`src/rtl/hazard_pkg.sv`:
```
// Shared definitions for the MIPS hazard unit with mul/div busy tracking.
// Contents:
//   AW_DEFAULT - default register-index width
//   REG_ZERO   - index of the hard-wired zero register
//   fwd_sel_t  - E-stage operand forwarding select encoding
package hazard_pkg;

  localparam int AW_DEFAULT = 5;
  localparam int REG_ZERO   = 0;

  typedef enum logic [1:0] {
    FWD_RF  = 2'b00,  // operand from the register file
    FWD_WB  = 2'b01,  // operand from the W-stage result
    FWD_MEM = 2'b10   // operand from the M-stage ALU result
  } fwd_sel_t;

endpackage

```
`src/rtl/md_busy_tracker.sv`:
```
// Occupancy tracker for the multi-cycle mul/div unit.
// A mul/div issuing from Execute loads the counter with MD_LAT-1. The counter
// then counts down to zero, and HI/LO are valid again once it reaches zero.
// An issue in the same cycle as a pending decrement always reloads.
// Ports:
//   clk      in  pipeline clock
//   reset_n  in  asynchronous active-low reset (clears the counter)
//   mdstartE in  mul/div issuing from Execute this cycle
//   mdbusy   out counter nonzero (unit still occupied after the issue cycle)
module md_busy_tracker #(
  parameter int MD_LAT = 32
) (
  input  logic clk,
  input  logic reset_n,
  input  logic mdstartE,
  output logic mdbusy
);

  localparam int CW = $clog2(MD_LAT + 1);
  // The issue cycle itself is covered by mdstartE, so only MD_LAT-1
  // further cycles need tracking. With MD_LAT=1 this value is 0.
  localparam logic [CW-1:0] Reload = CW'(MD_LAT - 1);

  logic [CW-1:0] cnt;

  always_ff @(posedge clk or negedge reset_n) begin
    if (!reset_n) begin
      cnt <= '0;
    end else if (mdstartE) begin
      cnt <= Reload;
    end else if (cnt != '0) begin
      cnt <= cnt - CW'(1);
    end
  end

  assign mdbusy = (cnt != '0);

endmodule

```
`src/rtl/hazard_unit_md.sv`:
```
// Hazard unit for the 5-stage MIPS pipeline: E-stage forwarding from M/W,
// D-stage forwarding for branches resolved in Decode, load-use and branch
// stalls, and stalls for MFHI/MFLO or back-to-back mul/div while the
// multi-cycle mul/div unit is busy.
// Optional feature macro: HAZARD_PERF_EN adds saturating stall counters
//   perf_lw, perf_br, perf_md (PERF_W bits each).
// Ports:
//   clk, reset_n                       clock, async active-low reset
//   rsD, rtD, rsE, rtE                 source registers in D and E
//   writeregE/M/W, regwriteE/M/W       destination and write enable per stage
//   memtoregE, memtoregM               stage holds a load
//   branchD, mdopD, mdreadD            branch / mul-div / MFHI-MFLO in Decode
//   mdstartE                           mul/div issuing from Execute
//   forwardaE, forwardbE               E operand select (fwd_sel_t encoding)
//   forwardaD, forwardbD               D comparator takes the M-stage result
//   stallF, stallD, flushE             hold PC and F/D, bubble into D/E
//   mdbusy                             mul/div unit still occupied
// All outputs are forced to 0 while reset_n is low.
module hazard_unit_md
  import hazard_pkg::*;
#(
  parameter int AW     = AW_DEFAULT,
  parameter int MD_LAT = 32,
  parameter int PERF_W = 32
) (
  input  logic          clk,
  input  logic          reset_n,
  input  logic [AW-1:0] rsD,
  input  logic [AW-1:0] rtD,
  input  logic [AW-1:0] rsE,
  input  logic [AW-1:0] rtE,
  input  logic [AW-1:0] writeregE,
  input  logic [AW-1:0] writeregM,
  input  logic [AW-1:0] writeregW,
  input  logic          regwriteE,
  input  logic          regwriteM,
  input  logic          regwriteW,
  input  logic          memtoregE,
  input  logic          memtoregM,
  input  logic          branchD,
  input  logic          mdopD,
  input  logic          mdreadD,
  input  logic          mdstartE,
  output logic [1:0]    forwardaE,
  output logic [1:0]    forwardbE,
  output logic          forwardaD,
  output logic          forwardbD,
  output logic          stallF,
  output logic          stallD,
  output logic          flushE,
`ifdef HAZARD_PERF_EN
  output logic [PERF_W-1:0] perf_lw,
  output logic [PERF_W-1:0] perf_br,
  output logic [PERF_W-1:0] perf_md,
`endif
  output logic          mdbusy
);

  localparam logic [AW-1:0] Zero = AW'(REG_ZERO);

  // Elaboration-time guard on the configuration.
  if (MD_LAT < 1 || MD_LAT > 255 || PERF_W < 1) begin : gBadParam
    $error("hazard_unit_md: MD_LAT must be 1..255 and PERF_W >= 1");
  end

  // Nonzero destination r is read by the instruction in Decode.
  function automatic logic hitsD(input logic [AW-1:0] r,
                                 input logic [AW-1:0] a,
                                 input logic [AW-1:0] b);
    return (r != Zero) && ((r == a) || (r == b));
  endfunction

  fwd_sel_t fwdA;
  fwd_sel_t fwdB;
  logic     fwdAD;
  logic     fwdBD;
  logic     lwStall;
  logic     brStall;
  logic     mdStall;
  logic     anyStall;
  logic     busyRaw;

  // M has priority over W: it holds the younger write to the same register.
  always_comb begin
    fwdA = FWD_RF;
    fwdB = FWD_RF;
    if (rsE != Zero && regwriteM && writeregM == rsE)      fwdA = FWD_MEM;
    else if (rsE != Zero && regwriteW && writeregW == rsE) fwdA = FWD_WB;
    if (rtE != Zero && regwriteM && writeregM == rtE)      fwdB = FWD_MEM;
    else if (rtE != Zero && regwriteW && writeregW == rtE) fwdB = FWD_WB;
  end

  assign fwdAD = (rsD != Zero) && regwriteM && (writeregM == rsD);
  assign fwdBD = (rtD != Zero) && regwriteM && (writeregM == rtD);

  assign lwStall = memtoregE && regwriteE && hitsD(writeregE, rsD, rtD);
  // A branch compares in Decode, so it must wait for any ALU result still in
  // Execute and for any load still in Memory.
  assign brStall = branchD &&
                   ((regwriteE && hitsD(writeregE, rsD, rtD)) ||
                    (memtoregM && hitsD(writeregM, rsD, rtD)));
  // The issue cycle itself stalls: the counter is only loaded at its end.
  assign mdStall = (mdreadD || mdopD) && (busyRaw || mdstartE);
  assign anyStall = lwStall || brStall || mdStall;

  md_busy_tracker #(
    .MD_LAT(MD_LAT)
  ) uTracker (
    .clk     (clk),
    .reset_n (reset_n),
    .mdstartE(mdstartE),
    .mdbusy  (busyRaw)
  );

  assign forwardaE = reset_n ? fwdA : FWD_RF;
  assign forwardbE = reset_n ? fwdB : FWD_RF;
  assign forwardaD = reset_n && fwdAD;
  assign forwardbD = reset_n && fwdBD;
  assign stallF    = reset_n && anyStall;
  assign stallD    = reset_n && anyStall;
  assign flushE    = reset_n && anyStall;
  assign mdbusy    = reset_n && busyRaw;

`ifdef HAZARD_PERF_EN
  localparam logic [PERF_W-1:0] PerfMax = '1;

  // Each term counts independently, so overlapping stalls bump several.
  always_ff @(posedge clk or negedge reset_n) begin
    if (!reset_n) begin
      perf_lw <= '0;
      perf_br <= '0;
      perf_md <= '0;
    end else begin
      if (lwStall && perf_lw != PerfMax) perf_lw <= perf_lw + PERF_W'(1);
      if (brStall && perf_br != PerfMax) perf_br <= perf_br + PERF_W'(1);
      if (mdStall && perf_md != PerfMax) perf_md <= perf_md + PERF_W'(1);
    end
  end
`endif

endmodule

```
`config.mk`:
```
export PLATFORM = sky130hd
export DESIGN_NAME = hazard_unit_md
export DESIGN_NICKNAME = d
export VERILOG_FILES = /design/src/rtl/hazard_pkg.sv /design/src/rtl/md_busy_tracker.sv /design/src/rtl/hazard_unit_md.sv
export SDC_FILE = /design/constraint.sdc
export NUM_CORES = 1
export LEC_CHECK = 0
export BUFFER_PORTS_ARGS = -buffer_cell sky130_fd_sc_hd__buf_2
export CAP_MARGIN = 20
export CORE_MARGIN = 1.5
export CORE_UTILIZATION = 40
export DETAILED_ROUTE_END_ITERATION = 12
export GPL_TIMING_DRIVEN = 0
export PLACE_DENSITY_LB_ADDON = 0.12
export SYNTH_ARGS = -nofsm -noshare
export SYNTH_HDL_FRONTEND = slang
export SYNTH_SLANG_ARGS = --single-unit
```
`constraint.sdc`:
```
create_clock -name clk -period 2.7 [get_ports clk]
set_input_delay 0.135 -clock clk [delete_from_list [all_inputs] [get_ports clk]]
set_output_delay 0.135 -clock clk [all_outputs]
set_load 0.005 [all_outputs]
```
==> impl_metrics.py <==
metrics = {
    "run_status": {
        "status": "finished, final reports clean",
    },
    "synth": {
        "yosysTopAreaCell": "xnor2_1",
        "synthTopCellsByArea": "xnor2_1 27%, dfrtp_1 15%, xor2_1 11%",
        "synth_xor_area_share_pct": 38.0,
        "synth_mux_area_share_pct": 0,
        "ys_seq_elements": 6,
        "synth-simple-area-share_pct": 27.7,
        "synthArstFlopShare_pct": 100,
        "synth-compound-area-share_pct": 10.9,
        "yosys.area_share.adder_pct": 2.53,
        "postSynthCellCount": 116,
        "syn-cell-area_um2": 991,
        "synth_top_family_by_area": "XOR/XNOR gates",
        "synth.most_common_cell": "xnor2_1",
        "ys.flop_type": "dfrtp_1",
        "ys_warn_count": 0,
        "synthTopCellsByCount": "30 x xnor2_1, 13 x xor2_1, 6 x dfrtp_1, 6 x nand3_1, 6 x nor3_1",
        "synth_edf_count": 0,
        "synth_fp_nets": 164,
        "synth_area_per_cell_um2": 8.54,
        "synth_cell_type_count": 31,
        "seq_area_frac_synth_pct": 15.2,
        "synth_top_area_share_pct": 26.5,
    },
    "drt": {
        "initialDrtViolationCount": 3,
        "ant_nets": 0,
        "via_count": 1033,
        "first_pass_iters": 4,
        "wl_per_cell_um": 12.3,
        "drc": 0,
        "wirelength_um": 2430,
        "via_per_inst": 5.22,
    },
    "worst_setup_path": {
        "critPathKind": "in -> out",
        "cp-start-kind": "input pin",
        "regToRegSetupSlack_ns": 1.40,
        "cp-end-kind": "output pin",
        "crit_arrival_ns": 1.80,
        "path_max_fanout": 10,
        "cp.required_ns": 2.57,
    },
    "clocking": {
        "tritoncts": "done",
        "h-tree-depth": 1,
        "clock_latency_ns": 0.24,
        "clkTransAtPathRegs_ns": 0.04,
        "cts-root-buf": "clkbuf_4",
        "cts_sinks": 6,
        "cts_resized": 0,
        "clk_path_buf_depth": 2,
        "cts_setup_buffers": 0,
        "cts_made_buffers": 3,
    },
    "placed_design": {
        "portBuffers": 50,
        "placed_area_mm2": 0.00128,
        "place.gp.congestion": 0.764,
        "dp_cells": 194,
        "dp_hpwl_um": 2130,
    },
    "timing": {
        "relSlewSlack_pct": 77.6,
        "fmaxAchievable_mhz": 518,
        "final_max_slew_viol_count": 0,
        "period_needed_ns": 1.93,
        "worst_pin_slew_ns": 0.336,
        "timing.final.crit_share_pct": 71.5,
        "timing.final.hold_violations": 0,
        "hold_slack_ns": 0.156,
        "finClkSkew_ns": 0.00381,
        "rsz0062_at_grt": "no",
        "finalSetupViolCount": 0,
        "timing.setup.tns_ns": 0,
    },
    "floorplan": {
        "start_util_pct": 43.5,
        "core_area_mm2": 0.00228,
        "ios": 56,
        "die_h_um": 52.8,
        "dieArea_mm2": 0.00279,
        "rows": 17,
        "die_w_um": 52.8,
    },
    "finish": {
        "synthToLayoutAreaGrowth_pct": 32.1,
        "num_antenna_cells": 0,
        "finalInstanceArea_mm2": 0.00131,
        "largest_reg_flops": 6,
        "final_nets": 220,
        "top_regs": "uTracker.cnt x6",
        "top_register": "uTracker.cnt",
        "drive_above_1_share_pct": 39.4,
        "stdcell_count": 198,
        "n_fill_cell": 230,
    },
    "power": {
        "power.density_mw_per_mm2": 256,
        "total_leakage_power_nw": 0.548,
        "total_power_w": 0.000334,
        "vdd_drop_max_mv": 0.187,
    },
    "global_route": {
        "grt_pass1_wl_um": 3810,
        "track_usage_pct": 18.2,
        "antenna_found_initial": 0,
        "grt_max_degree": 11,
        "grt_pass1_vias": 909,
        "gr-total-overflow": 0,
    },
    "job": {
        "cap_viol_max_count": 0,
    },
    "min_path": {
        "hp-class": "in -> reg",
    },
}
==> layout by cell type (no fill, tap or decap), types with 4 or more instances in the layout <==
cell type and count:
nor4_2 4, buf_2 51, nor3_1 6, xor2_1 13, or4_1 4, buf_4 4
xnor2_1 30, nand4_1 4, dfrtp_1 6, nand3_1 6
==> cell type report <==
cell class,instances,area (µm²),area share (%)
Multi-Input combinational cell,99,783,59.8
Timing Repair Buffer,51,260,19.9
Sequential cell,6,150,11.5
Buffer,8,46.3,3.54
Tap cell,28,35.0,2.68
Clock buffer,3,22.5,1.72
Inverter,3,11.3,0.860
==> final timing paths <==
path,start,to,cells after the start
setup / recovery,reset_n,stallF,8
hold / removal,mdstartE,uTracker.cnt[5],2
setup reg to reg,uTracker.cnt[0],uTracker.cnt[5],4
hold reg to reg,uTracker.cnt[2],uTracker.cnt[2],1
max in group asynchronous,reset_n,uTracker.cnt[2],2
min in group asynchronous,reset_n,uTracker.cnt[0],2
==> per-layer routing <==
metal	track usage, %	share of wire [%]	vias to the layer above
met5	0	0	-
met4	6.41	0	0
met3	1.71	5.3	0
met2	33.1	52	33
met1	21.9	43	480
li1	-	-	520
==> cell families after synthesis <==
| group | after synthesis |
|---|---|
| AO/OA/AOI/OAI | 14 |
| buffers and inverters | 11 |
| AND/OR/NAND/NOR | 40 |
| XOR/XNOR | 43 |
| flip-flops | 6 |
| adder cells (fa/ha/maj) | 2 |
==> per-stage QoR <==
stage | worst slack [ns] | utilization (%)
2_1_floorplan | 1.25 | -
3_3_place_gp | 1.05 | 56.1
3_5_place_dp | 1.02 | 56.1
4_1_cts | 0.723 | 57.5
5_1_grt | 0.599 | 57.5
6_report | 0.768 | 57.5
==> what timing repair did <==
| action | in CTS | in global routing |
|---|---|---|
| hold endpoints to repair | 6 | 0 |
| setup endpoints to repair | 0 | 0 |
| hold buffers | 1 | 0 |
==> worst max-delay path, stage by stage <==
cell and delay [ns]:
dlygate4sd3_1 0.51, buf_2 0.19, buf_4 0.20, o211a_1 0.15
o21ai_0 0.07, o221ai_1 0.27, buf_4 0.16, buf_2 0.10
==> power breakdown <==
part	leakage, nW	internal, W	switching, W	total [W]
logic	0.473	0.0000793	0.0000769	0.000156
registers	0.0614	0.0000938	0.00000240	0.0000962
clock network	0.0138	0.0000502	0.0000318	0.0000820
Note: power is estimated with default switching activity, not from simulation.
